--- config.mk ---
export PLATFORM = sky130hd
export DESIGN_NAME = maxpool_ctrl
export DESIGN_NICKNAME = d
export VERILOG_FILES = /design/src/rtl/maxpool_pkg.sv /design/src/rtl/maxpool_popcnt.sv /design/src/rtl/maxpool_ctrl.sv
export SDC_FILE = /design/constraint.sdc
export NUM_CORES = 1
export LEC_CHECK = 0
export BUFFER_PORTS_ARGS = -buffer_cell sky130_fd_sc_hd__buf_2
export CORE_MARGIN = 3
export CORE_UTILIZATION = 54
export CTS_BUF_LIST = sky130_fd_sc_hd__clkbuf_4
export CTS_CLUSTER_DIAMETER = 60
export DETAILED_ROUTE_END_ITERATION = 7
export GPL_ROUTABILITY_DRIVEN = 0
export PLACE_DENSITY = 0.93
export SYNTH_ARGS = -nofsm -noshare
export SYNTH_HDL_FRONTEND = slang
export SYNTH_SLANG_ARGS = --single-unit
--- constraint.sdc ---
create_clock -name iCLK -period 2.7 [get_ports iCLK]
set_clock_uncertainty 0.2 [all_clocks]
set_input_delay 0.27 -clock iCLK [delete_from_list [all_inputs] [get_ports iCLK]]
set_output_delay 0.27 -clock iCLK [all_outputs]
set_load 0.03 [all_outputs]
--- src/rtl/maxpool_pkg.sv ---
// Shared types and geometry helpers for the max-pool controller.
// Optional feature macro: MAXPOOL_CTRL_ONESCNT_EN (adds a per-row popcount output).
package maxpool_pkg;

  localparam int WL_DEF   = 112;
  localparam int HL_DEF   = 112;
  localparam int POOL_DEF = 2;

  typedef enum logic [2:0] {
    ST_IDLE,
    ST_CLEAR,
    ST_ACCUM,
    ST_READ,
    ST_OUT,
    ST_DONE
  } state_e;

  // Output columns per pooled row.
  function automatic int calc_ow(int wl, int pool);
    return wl / pool;
  endfunction

  // Index width for n entries, never narrower than one bit.
  function automatic int calc_aw(int n);
    return (n > 1) ? $clog2(n) : 1;
  endfunction

endpackage

--- src/rtl/maxpool_popcnt.sv ---
// Combinational population count of a W-bit vector.
module maxpool_popcnt #(
  parameter int W  = 4,
  parameter int CW = $clog2(W + 1)
)(
  input  logic [W-1:0]  vec_i,
  output logic [CW-1:0] cnt_o
);

  // Plain adder chain; W is the pooled-row width so it stays small.
  always_comb begin
    cnt_o = '0;
    for (int i = 0; i < W; i++) cnt_o = cnt_o + CW'(vec_i[i]);
  end

endmodule

--- src/rtl/maxpool_ctrl.sv ---
// Max-pool (binary OR) controller: streams pixels into an external pool
// unit, reads each pooled row back and hands it out with a valid/ready pair.
// Optional feature macro: MAXPOOL_CTRL_ONESCNT_EN adds oONES (row popcount).
module maxpool_ctrl
  import maxpool_pkg::*;
#(
  parameter  int WL   = WL_DEF,
  parameter  int HL   = HL_DEF,
  parameter  int POOL = POOL_DEF,
  localparam int OW   = calc_ow(WL, POOL),
  localparam int AW   = calc_aw(OW),
  localparam int ONW  = $clog2(OW + 1)
)(
  input  logic          iCLK,
  input  logic          iRSTn,
  input  logic          iSTART,
  input  logic          iABORT,
  input  logic          iVALID,
  input  logic          iDATA,
  output logic          oREADY,
  output logic          oCLR,
  output logic          oWriteEN,
  output logic          oReadEN,
  output logic          oPoolDATA,
  output logic [AW-1:0] oADDR,
  input  logic [OW-1:0] iPoolDATA,
  output logic [OW-1:0] oROW,
  output logic          oROW_VALID,
  input  logic          iROW_READY,
  output logic          oBUSY,
  output logic          oDONE
`ifdef MAXPOOL_CTRL_ONESCNT_EN
  ,
  output logic [ONW-1:0] oONES
`endif
);

  localparam int NR = HL / POOL;
  localparam int CW = calc_aw(WL);
  localparam int WW = calc_aw(POOL);
  localparam int RW = calc_aw(NR);

  // Frame geometry must tile exactly into pooling windows.
  generate
    if ((WL % POOL) != 0 || (HL % POOL) != 0) begin : g_bad_geom
      $error("maxpool_ctrl: WL and HL must be multiples of POOL");
    end
  endgenerate

  state_e        state_q;
  logic [CW-1:0] col_q;
  logic [WW-1:0] win_q;
  logic [RW-1:0] orow_q;
  logic [OW-1:0] row_q;

  logic accept;
  logic col_last, win_last, orow_last;

  assign accept    = (state_q == ST_ACCUM) && iVALID && !iABORT;
  assign col_last  = (col_q  == CW'(WL - 1));
  assign win_last  = (win_q  == WW'(POOL - 1));
  assign orow_last = (orow_q == RW'(NR - 1));

  // Output decodes of the registered state; abort gates the pixel path.
  assign oREADY     = (state_q == ST_ACCUM);
  assign oWriteEN   = accept;
  assign oPoolDATA  = iDATA;
  assign oADDR      = AW'(int'(col_q) / POOL);
  assign oCLR       = iABORT || (state_q == ST_CLEAR);
  assign oReadEN    = (state_q == ST_READ);
  assign oROW_VALID = (state_q == ST_OUT);
  assign oDONE      = (state_q == ST_DONE);
  assign oBUSY      = (state_q != ST_IDLE);
  assign oROW       = row_q;

`ifdef MAXPOOL_CTRL_ONESCNT_EN
  logic [ONW-1:0] ones_cnt;
  logic [ONW-1:0] ones_q;

  maxpool_popcnt #(.W(OW), .CW(ONW)) u_popcnt (
    .vec_i (iPoolDATA),
    .cnt_o (ones_cnt)
  );

  // Popcount is captured together with the row so both share oROW_VALID.
  always_ff @(posedge iCLK or negedge iRSTn) begin
    if (!iRSTn)                             ones_q <= '0;
    else if (!iABORT && state_q == ST_READ) ones_q <= ones_cnt;
  end

  assign oONES = ones_q;
`endif

  // Main sequencer: state, window counters and the captured pooled row.
  always_ff @(posedge iCLK or negedge iRSTn) begin
    if (!iRSTn) begin
      state_q <= ST_IDLE;
      col_q   <= '0;
      win_q   <= '0;
      orow_q  <= '0;
      row_q   <= '0;
    end else if (iABORT) begin
      state_q <= ST_IDLE;
      col_q   <= '0;
      win_q   <= '0;
      orow_q  <= '0;
    end else begin
      case (state_q)
        ST_IDLE:  if (iSTART) state_q <= ST_CLEAR;
        ST_CLEAR: state_q <= ST_ACCUM;
        ST_ACCUM: begin
          if (accept) begin
            if (col_last) begin
              col_q <= '0;
              if (win_last) begin
                win_q   <= '0;
                state_q <= ST_READ;
              end else begin
                win_q <= win_q + 1'b1;
              end
            end else begin
              col_q <= col_q + 1'b1;
            end
          end
        end
        ST_READ: begin
          row_q   <= iPoolDATA;
          state_q <= ST_OUT;
        end
        ST_OUT: begin
          if (iROW_READY) begin
            if (orow_last) begin
              orow_q  <= '0;
              state_q <= ST_DONE;
            end else begin
              orow_q  <= orow_q + 1'b1;
              state_q <= ST_CLEAR;
            end
          end
        end
        ST_DONE:  state_q <= ST_IDLE;
        default:  state_q <= ST_IDLE;
      endcase
    end
  end

endmodule

==> results of run 1 <==
[through the flow]
step | worst slack, ns | utilization, % | total power, mW | instance area, sq um
detailed placement | 0.745 | 66.3 | 3.16 | 3970
global placement | 0.836 | 66.3 | 3.10 | 3970
finish | 0.582 | 79.5 | 4.14 | 4760
CTS | 0.562 | 79.4 | 4.12 | 4760
floorplan | 0.759 | - | 2.67 | 3390
global route | 0.447 | 79.4 | 4.32 | 4760
[power by group]
part	switching, mW	leakage [nW]	internal, mW	total [mW]
registers	0.199	0.927	1.40	1.60
logic	0.980	1.34	0.664	1.64
clock network	0.412	0.0987	0.479	0.892
[kinds of logic after synthesis]
kind of cell    count (synthesis)
buf+inv                        22
fa+ha+maj                       2
simple gates                   57
flops                          73
compound gates                 21
mux                            57
xor+xnor                        3
[worst max path at each step]
stage,from,to,slack [ns]
final,state_q[1]$_DFFE_PN0P_,oCLR,0.58
after CTS,state_q[0]$_DFFE_PN0P_,oCLR,0.56
after floorplan,state_q[1]$_DFFE_PN0P_,oCLR,0.76
after detailed placement,state_q[1]$_DFFE_PN0P_,oROW[14]$_DFFE_PN0P_,0.74
after global placement,state_q[1]$_DFFE_PN0P_,oROW[20]$_DFFE_PN0P_,0.84
after global routing,state_q[0]$_DFFE_PN0P_,oCLR,0.45
[synthesized netlist by cell type (3+ instances only)]
library cell  instances
dfrtp_1              73
mux2_4               40
mux2_2               16
nor2_1               16
nand2_1              12
buf_4                 9
a21oi_1               8
nand3_1               5
buf_12                4
buf_6                 4
or3_1                 4
inv_1                 3
[cell type report]
| class | count | area [sq um] |
|---|---|---|
| tap | 75 | 93.8 |
| inverter | 3 | 11.3 |
| clock inverter | 7 | 126 |
| clock buffer | 9 | 67.6 |
| antenna | 1 | 2.50 |
| sequential | 73 | 1830 |
| timing repair buffer | 191 | 1280 |
| fill | 335 | 1230 |
| multi-input combinational | 140 | 1350 |
[cells in the final DEF (no fill, tap or decap), types with 3 or more instances in the layout]
master | synthesis | routed
buf_2 | 1 | 130
bufinv_16 | 0 | 3
nand3_1 | 5 | 5
mux2_2 | 16 | 16
clkbuf_4 | 0 | 9
mux2_4 | 40 | 40
nor2_1 | 16 | 16
inv_1 | 3 | 3
nand2_1 | 12 | 12
or3_1 | 4 | 4
dfrtp_1 | 73 | 73
dlygate4sd3_1 | 0 | 59
a21oi_1 | 8 | 8
[sequential cells by signal, indices dropped and copies added, names as in the netlist]
register,count
orow_q,6
col_q,7
state_q,3
oROW,56
win_last,1
[layer usage]
| layer | wire length, um | share of wire [%] | global-route usage (%) | up-vias |
|---|---|---|---|---|
| met4 | 187 | 2.1 | 9.78 | 0 |
| met2 | 4670 | 53 | 44.3 | 100 |
| met1 | 3470 | 40 | 29.2 | 1266 |
| met3 | 441 | 5.0 | 5.83 | 16 |
| met5 | 0 | 0 | 0 | - |
| li1 | - | - | - | 1189 |
[repair_timing]
action / 4_1_cts / 5_1_grt
gates resized for setup: 0 / 0
endpoints found under the hold margin: 86 / 0
hold buffers: 59 / 0
==> impl_metrics.ini, run 1 <==
[status]
outcome = finished clean

[sta]
hold_viol = 0
rsz0062_at_grt = false
setup_viol = 0
tns_ns = 0
post-route-min-period_ns = 2.12
slew_viol_final = 0
finalCritPeriodShare_pct = 78.4
relSlewSlack_pct = 54.5
worst-slew-pin-transition_ns = 0.683
fmax_mhz = 472
holdWs_ns = 0.0555

[synthesis]
synth_compound_area_share_pct = 4.28
synth.distinct_cells = 46
async_reset_ff_share_pct = 100
syn_nets = 300
ys.flop_type = dfrtp_1
syn_area_sq_um = 3390
synth_area_leaders = dfrtp_1 (54%), mux2_4 (18%), mux2_2 (5.3%)
synth_edf_count = 0
synth.yosys.seq_area_share_pct = 53.9
synth_mux_area_share_pct = 23.3
ys_ff_latch = 73
yosys.area.top_type = dfrtp_1
synth_top_area_share_pct = 53.9
avgSynthCellArea_sq_um = 14.4
synth_top_family_by_area = multiplexers
synthAdderAreaFrac_pct = 0.738
yosys_warnings = 0
yosys.area_share.xor_xnor_pct = 0.775
synthCells = 235
synthSimpleGateAreaFrac_pct = 10.7

[setup_path]
critPathBufInv = 1
r2r_slack_ns = 0.74
path_delay_family = flip-flops
slowest_stage = dfrtp_1
required_ns = 2.23
r2r-end = oROW[23]$_DFFE_PN0P_
crit_path_start_kind = register
endpoint_kind = primary output
crit_arrival_ns = 1.65
path_depth = 3
crit-reg2reg-launch = state_q[1]$_DFFE_PN0P_
crit_path_cell_trace = or2b_1 > o21ai_0 > buf_2
r2r_cells = 4
crit_type = register to primary output
crit_fanout = 11
max_stage_delay_ns = 0.55

[clocking]
clk_pin_slew_ns = 0.12
cts_buffer_depth = 2
cts_root_buf = clkbuf_4
cts_tree = built
postCtsSetupBuffers = 0
cts_buffers = 9
clock_latency_ns = 0.41
cts.sinks = 73
h-tree-depth = 3

[placed_design]
dp_hpwl_um = 5240
place_inst = 423
port_buffers = 130

[route]
wire_per_inst_um = 17.6
drtIter0Drc = 120
vias_per_cell = 5.15
vias = 2571
remaining_drc_errors = 0
ant_nets = 0
first_pass_iters = 5
drt_wl_total_um = 8770

[floorplanning]
boundaryPins = 133
floorplan.initialDensity_pct = 56.6
rows = 28
die_x_um = 85.2
fp.dieArea_sq_um = 7270
core_area_sq_um = 5990
die_y_um = 85.2

[grt]
grt_antenna_before_repair = 0
grt_pass1_vias = 2740
grt_pass1_wl_um = 13900
grt_overflow = 0
grt_usage_pct = 25.0
grt_max_degree = 57

[final_layout]
drive_gt1_share_pct = 50.8
finalNetCount = 483
area.growth.synth_to_final_pct = 40.4
layout.cells.non_filler = 499

[worst_hold_path]
whs_path_depth = 2
hold_class = input port to register
min_to = col_q[2]$_DFFE_PN0P_
hp-start = iABORT

[run]
maxCapViolCount = 0

[power]
ir_drop_v = 0.000659
power_density_nw_per_um2 = 869
p_leak_nw = 2.37
(Power assumes the default switching activity.)
==> run 2, diff against run 1 <==
--- a/config.mk
+++ b/config.mk
@@ -7,12 +7,12 @@
 export LEC_CHECK = 0
 export BUFFER_PORTS_ARGS = -buffer_cell sky130_fd_sc_hd__buf_2
 export CORE_MARGIN = 3
-export CORE_UTILIZATION = 54
+export CORE_UTILIZATION = 45
 export CTS_BUF_LIST = sky130_fd_sc_hd__clkbuf_4
 export CTS_CLUSTER_DIAMETER = 60
 export DETAILED_ROUTE_END_ITERATION = 7
 export GPL_ROUTABILITY_DRIVEN = 0
-export PLACE_DENSITY = 0.93
+export PLACE_DENSITY = 0.84
 export SYNTH_ARGS = -nofsm -noshare
 export SYNTH_HDL_FRONTEND = slang
 export SYNTH_SLANG_ARGS = --single-unit
==> constraint.sdc (replaced) <==
create_clock -name iCLK -period 1.8 [get_ports iCLK]
set_clock_uncertainty 0.2 [all_clocks]
set_input_delay 0.18 -clock iCLK [delete_from_list [all_inputs] [get_ports iCLK]]
set_output_delay 0.18 -clock iCLK [all_outputs]
set_load 0.03 [all_outputs]
==> run 2 against run 1 <==
Net effect:
- the run now ends with negative setup slack left
- power up 51%
- die area grew 19%
- clock-buffer cell count did not move
- cell area grew 5.3%
- critical path type unchanged
- largest power group unchanged
==> impl_metrics.ini, run 2 (synthesis results as in run 1) <==
[sta]
post-route-min-period_ns = 1.93
holdWs_ns = 0.0565
hold_viol = 0
slew_viol_final = 0
relSlewSlack_pct = 74.2
setup_viol = 18
fmax_mhz = 518
layout_setup_ws_ns = -0.129
finalCritPeriodShare_pct = 107
worst-slew-pin-transition_ns = 0.387
rsz0062_at_grt = true
tns_ns = -0.701

[grt]
grt_pass1_wl_um = 14600
grt_pass1_vias = 2881
grt_overflow = 0
grt_antenna_before_repair = 0
grt_usage_pct = 21.7
grt_max_degree = 74

[placed_design]
place_inst = 454
place_area_sq_um = 4070
place_ws_ns = 0.0792
port_buffers = 130
dp_hpwl_um = 5090

[power]
p_total_mw = 6.26
ir_drop_v = 0.000507
p_leak_nw = 2.46
power_density_nw_per_um2 = 1250

[setup_path]
crit_arrival_ns = 1.55
r2r_slack_ns = -0.04
crit_fanout = 7
crit_type = register to primary output
endpoint_kind = primary output
required_ns = 1.42
crit_path_start_kind = register

[final_layout]
largest_register_ffs = 56
fin_util_pct = 68.8
finalNetCount = 499
antenna_cells = 0
final_common_cell = buf_2
final_cell_mix = buf_2 (123), dfrtp_1 (71), dlygate4sd3_1 (62)
area.growth.synth_to_final_pct = 47.9
drive_gt1_share_pct = 53.3
finalInstanceArea_sq_um = 5010
layout.cells.non_filler = 538

[route]
remaining_drc_errors = 0
drtIter0Drc = 99
vias_per_cell = 4.92
ant_nets = 0
wire_per_inst_um = 17.1
vias = 2645
drt_wl_total_um = 9190
first_pass_iters = 4

[floorplanning]
floorplan.initialDensity_pct = 46.5
die_y_um = 92.8
core_area_sq_um = 7290
fp.dieArea_sq_um = 8610
boundaryPins = 133
die_x_um = 92.8
rows = 31

[clocking]
cts_buffer_depth = 2
cts.sinks = 73
clock_latency_ns = 0.41
h-tree-depth = 3
clk_pin_slew_ns = 0.12
cts_tree = built
cts_root_buf = clkbuf_4
cts_buffers = 9

[run]
maxCapViolCount = 0

[status]
violations = negative setup slack
outcome = finished with violations

[worst_hold_path]
hold_class = input port to register
[run 2: cell count changes in the layout (fill, tap and decap cells not counted), sizes merged]
cell | previous run | this run
buf | 132 | 143
dlygate4sd3 | 59 | 62
clkbuf | 9 | 11
clkinv | 1 | 2
clkinvlp | 1 | 0
diode | 1 | 0
[run 2: critical path, stage by stage, from the launching register on]
cell and delay (ns):
dfrtp_2 0.45, buf_6 0.13, or2b_1 0.26, o21ai_1 0.14, buf_4 0.18
[run 2: final cells by class]
type                    instances  area (sq um)
repair buffers                207          1490
clock inverters                 7           125
inverters                       3          11.3
clock buffers                   9          67.6
well taps                      99           124
flip-flops and latches         73          1830
fillers                       543          2280
multi-input cells             140          1370
[run 2: worst paths after layout]
check	from	endpoint	cells after the start
min	iSTART	state_q[0]$_DFFE_PN0P_	4
max in group asynchronous	iRSTn	state_q[2]$_DFFE_PN0P_	3
max	state_q[0]$_DFFE_PN0P_	oCLR	4
min in group asynchronous	iRSTn	oROW[11]$_DFFE_PN0P_	3
min reg2reg	oROW[14]$_DFFE_PN0P_	oROW[14]$_DFFE_PN0P_	1
max reg2reg	state_q[0]$_DFFE_PN0P_	oROW[18]$_DFFE_PN0P_	5
[run 2: repair_timing]
item,in CTS,in global routing
setup endpoints to repair,6,21
pin swaps,2,3
cloned,0,2
hold buffers,62,0
endpoints found under the hold margin,135,0
setup buffers,2,2
resized for setup,12,7
[run 2: routing by layer]
metal  GRT usage [%]  wire length [um]  up-vias
li1                -                 -     1226
met1            25.0              3530     1295
met2            37.7              4890      102
met3            5.77               562       22
met4            9.77               209        0
met5               0                 0        -
[run 2: power breakdown]
group | switching [mW] | internal [mW] | total, mW
registers | 0.283 | 2.11 | 2.39
clock network | 0.646 | 0.718 | 1.36
logic | 1.47 | 1.04 | 2.50
total | 2.40 | 3.86 | 6.26
==> run 3, diff against run 2 <==
--- a/config.mk
+++ b/config.mk
@@ -12,7 +12,9 @@
 export CTS_CLUSTER_DIAMETER = 60
 export DETAILED_ROUTE_END_ITERATION = 7
 export GPL_ROUTABILITY_DRIVEN = 0
+export GPL_TIMING_DRIVEN = 1
 export PLACE_DENSITY = 0.84
+export SKIP_CTS_REPAIR_TIMING = 1
 export SYNTH_ARGS = -nofsm -noshare
 export SYNTH_HDL_FRONTEND = slang
 export SYNTH_SLANG_ARGS = --single-unit
==> run 3 against run 2 <==
Net effect:
- the flow still finishes with violations (negative setup slack)
- flip-flop and latch count stayed put
- via count is 0.38% higher
- combinational power hardly changed
- first-iteration DRC count is 21% lower
- critical path depth stayed put
- register-to-register slack worse by 0.03 ns
- cell area hardly changed
- die area stayed put
- clock power hardly changed
- critical path type unchanged
- largest cell class unchanged
==> impl_metrics.ini, run 3 (synthesis results as in run 1) <==
[sta]
rsz0062_at_grt = true
post-route-min-period_ns = 1.99
relSlewSlack_pct = 74.0
fmax_mhz = 503
worst-slew-pin-transition_ns = 0.391
layout_setup_ws_ns = -0.187
holdWs_ns = 0.0398
finalCritPeriodShare_pct = 110
slew_viol_final = 0
setup_viol = 48
tns_ns = -1.76
hold_viol = 0

[clocking]
cts_buffers = 9
h-tree-depth = 3
clock_latency_ns = 0.40
clk_pin_slew_ns = 0.13
cts_root_buf = clkbuf_4
cts_tree = built
cts_buffer_depth = 2
cts.sinks = 73

[final_layout]
final_common_cell = buf_2
multi_input_area_sq_um = 1390
antenna_cells = 0
largest_register_ffs = 56
finalNetCount = 500
ff_latch_area_sq_um = 1830
fillCellCount = 532
layout.cells.non_filler = 539
final_cell_mix = buf_2 (123), dfrtp_1 (71), dlygate4sd3_1 (60)
drive_gt1_share_pct = 54.8
area.growth.synth_to_final_pct = 48.0

[power]
p_leak_nw = 2.46
power.switching_mw = 2.38
pwr-share-comb_pct = 40.1
p_int_mw = 3.87
pwr-share-seq_pct = 38.2
ir_drop_v = 0.000517
clkPwrFrac_pct = 21.7
p_sw_share_pct = 38.2
power_density_nw_per_um2 = 1250

[worst_hold_path]
hold_class = input port to register
hp-start = iABORT
min_to = win_last$_DFFE_PN0P_
whs_path_depth = 3

[setup_path]
max_stage_delay_ns = 0.49
crit-reg2reg-launch = state_q[2]$_DFFE_PN0P_
required_ns = 1.42
endpoint_kind = primary output
r2r_cells = 5
slowest_stage = dfrtp_2
crit_type = register to primary output
crit_path_cell_trace = buf_6 > or2b_1 > o21ai_1 > buf_4
r2r-end = oROW[11]$_DFFE_PN0P_
r2r_slack_ns = -0.07
crit_arrival_ns = 1.61
crit_fanout = 7
crit_path_start_kind = register

[route]
drt_wl_total_um = 8980
remaining_drc_errors = 0
vias_per_cell = 4.93
vias = 2655
ant_nets = 0
first_pass_iters = 4
wire_per_inst_um = 16.7
drtIter0Drc = 78

[grt]
grt_pass1_vias = 2375
grt_antenna_before_repair = 0
grt_overflow = 0
grt_max_degree = 74
grt_pass1_wl_um = 11600
grt_usage_pct = 17.0

[floorplanning]
die_y_um = 92.8
rows = 31
core_area_sq_um = 7290
floorplan.initialDensity_pct = 46.5
boundaryPins = 133
fp.dieArea_sq_um = 8610
die_x_um = 92.8

[status]
outcome = finished with violations
violations = negative setup slack

[run]
maxCapViolCount = 0

[placed_design]
port_buffers = 130
place_inst = 454
dp_hpwl_um = 5090
place_ws_ns = 0.0792
==> run 3: cell count changes in the layout (fill, tap and decap cells not counted), moves of 2 or more <==
cell / change
buf_4: +3
buf_6: +2
clkbuf_16: -2
dlygate4sd3_1: -2
nor2_1: -2
==> run 3: worst max path at each step <==
stage / depth (start not counted) / slack, ns / to / start
global route: 4 / -0.28 / oCLR / state_q[0]$_DFFE_PN0P_
global placement: 5 / 0.11 / state_q[0]$_DFFE_PN0P_ / col_q[1]$_DFFE_PN0P_
finish: 4 / -0.19 / oCLR / state_q[0]$_DFFE_PN0P_
CTS: 4 / -0.32 / oCLR / state_q[0]$_DFFE_PN0P_
floorplan: 6 / 0.10 / oROW[0]$_DFFE_PN0P_ / state_q[2]$_DFFE_PN0P_
detailed placement: 4 / 0.08 / oROW[10]$_DFFE_PN0P_ / state_q[2]$_DFFE_PN0P_
==> run 3: layer usage <==
metal	wire length, um	global-route usage (%)
met5	0	0
met4	222	6.96
met3	451	4.14
met2	4720	27.4
met1	3580	22.0
==> run 3: area by class of cell <==
class | instances | share of cell area [%]
repair buffers | 208 | 29.3
inverters | 3 | 0.274
clock inverters | 7 | 2.49
well taps | 99 | 2.47
flip-flops and latches | 73 | 36.5
clock buffers | 9 | 1.35
multi-input cells | 140 | 27.7
==> run 3: critical path, delay by kind of cell (launching register included) <==
| family | cells | cell delay, ns |
|---|---|---|
| AND/OR/NAND/NOR | 1 | 0.26 |
| AO/OA/AOI/OAI | 1 | 0.15 |
| flip-flops | 1 | 0.49 |
| buffers and inverters | 2 | 0.31 |
==> run 3: power groups by stage <==
| stage | registers (mW) | clock network [mW] | logic [mW] |
|---|---|---|---|
| floorplan | 3.31 | 0 | 0.702 |
| global placement | 2.37 | 0 | 2.29 |
| detailed placement | 2.39 | 0 | 2.34 |
| CTS | 2.36 | 1.38 | 2.35 |
| global route | 2.45 | 1.46 | 2.63 |
| finish | 2.39 | 1.36 | 2.51 |
==> run 3: stage by stage <==
stage	instance area, sq um	utilization, %	total power [mW]
2_1_floorplan	3400	-	4.01
3_3_place_gp	4070	55.9	4.66
3_5_place_dp	4070	55.9	4.73
4_1_cts	4270	58.5	6.09
5_1_grt	5020	68.8	6.53
6_report	5020	68.8	6.25
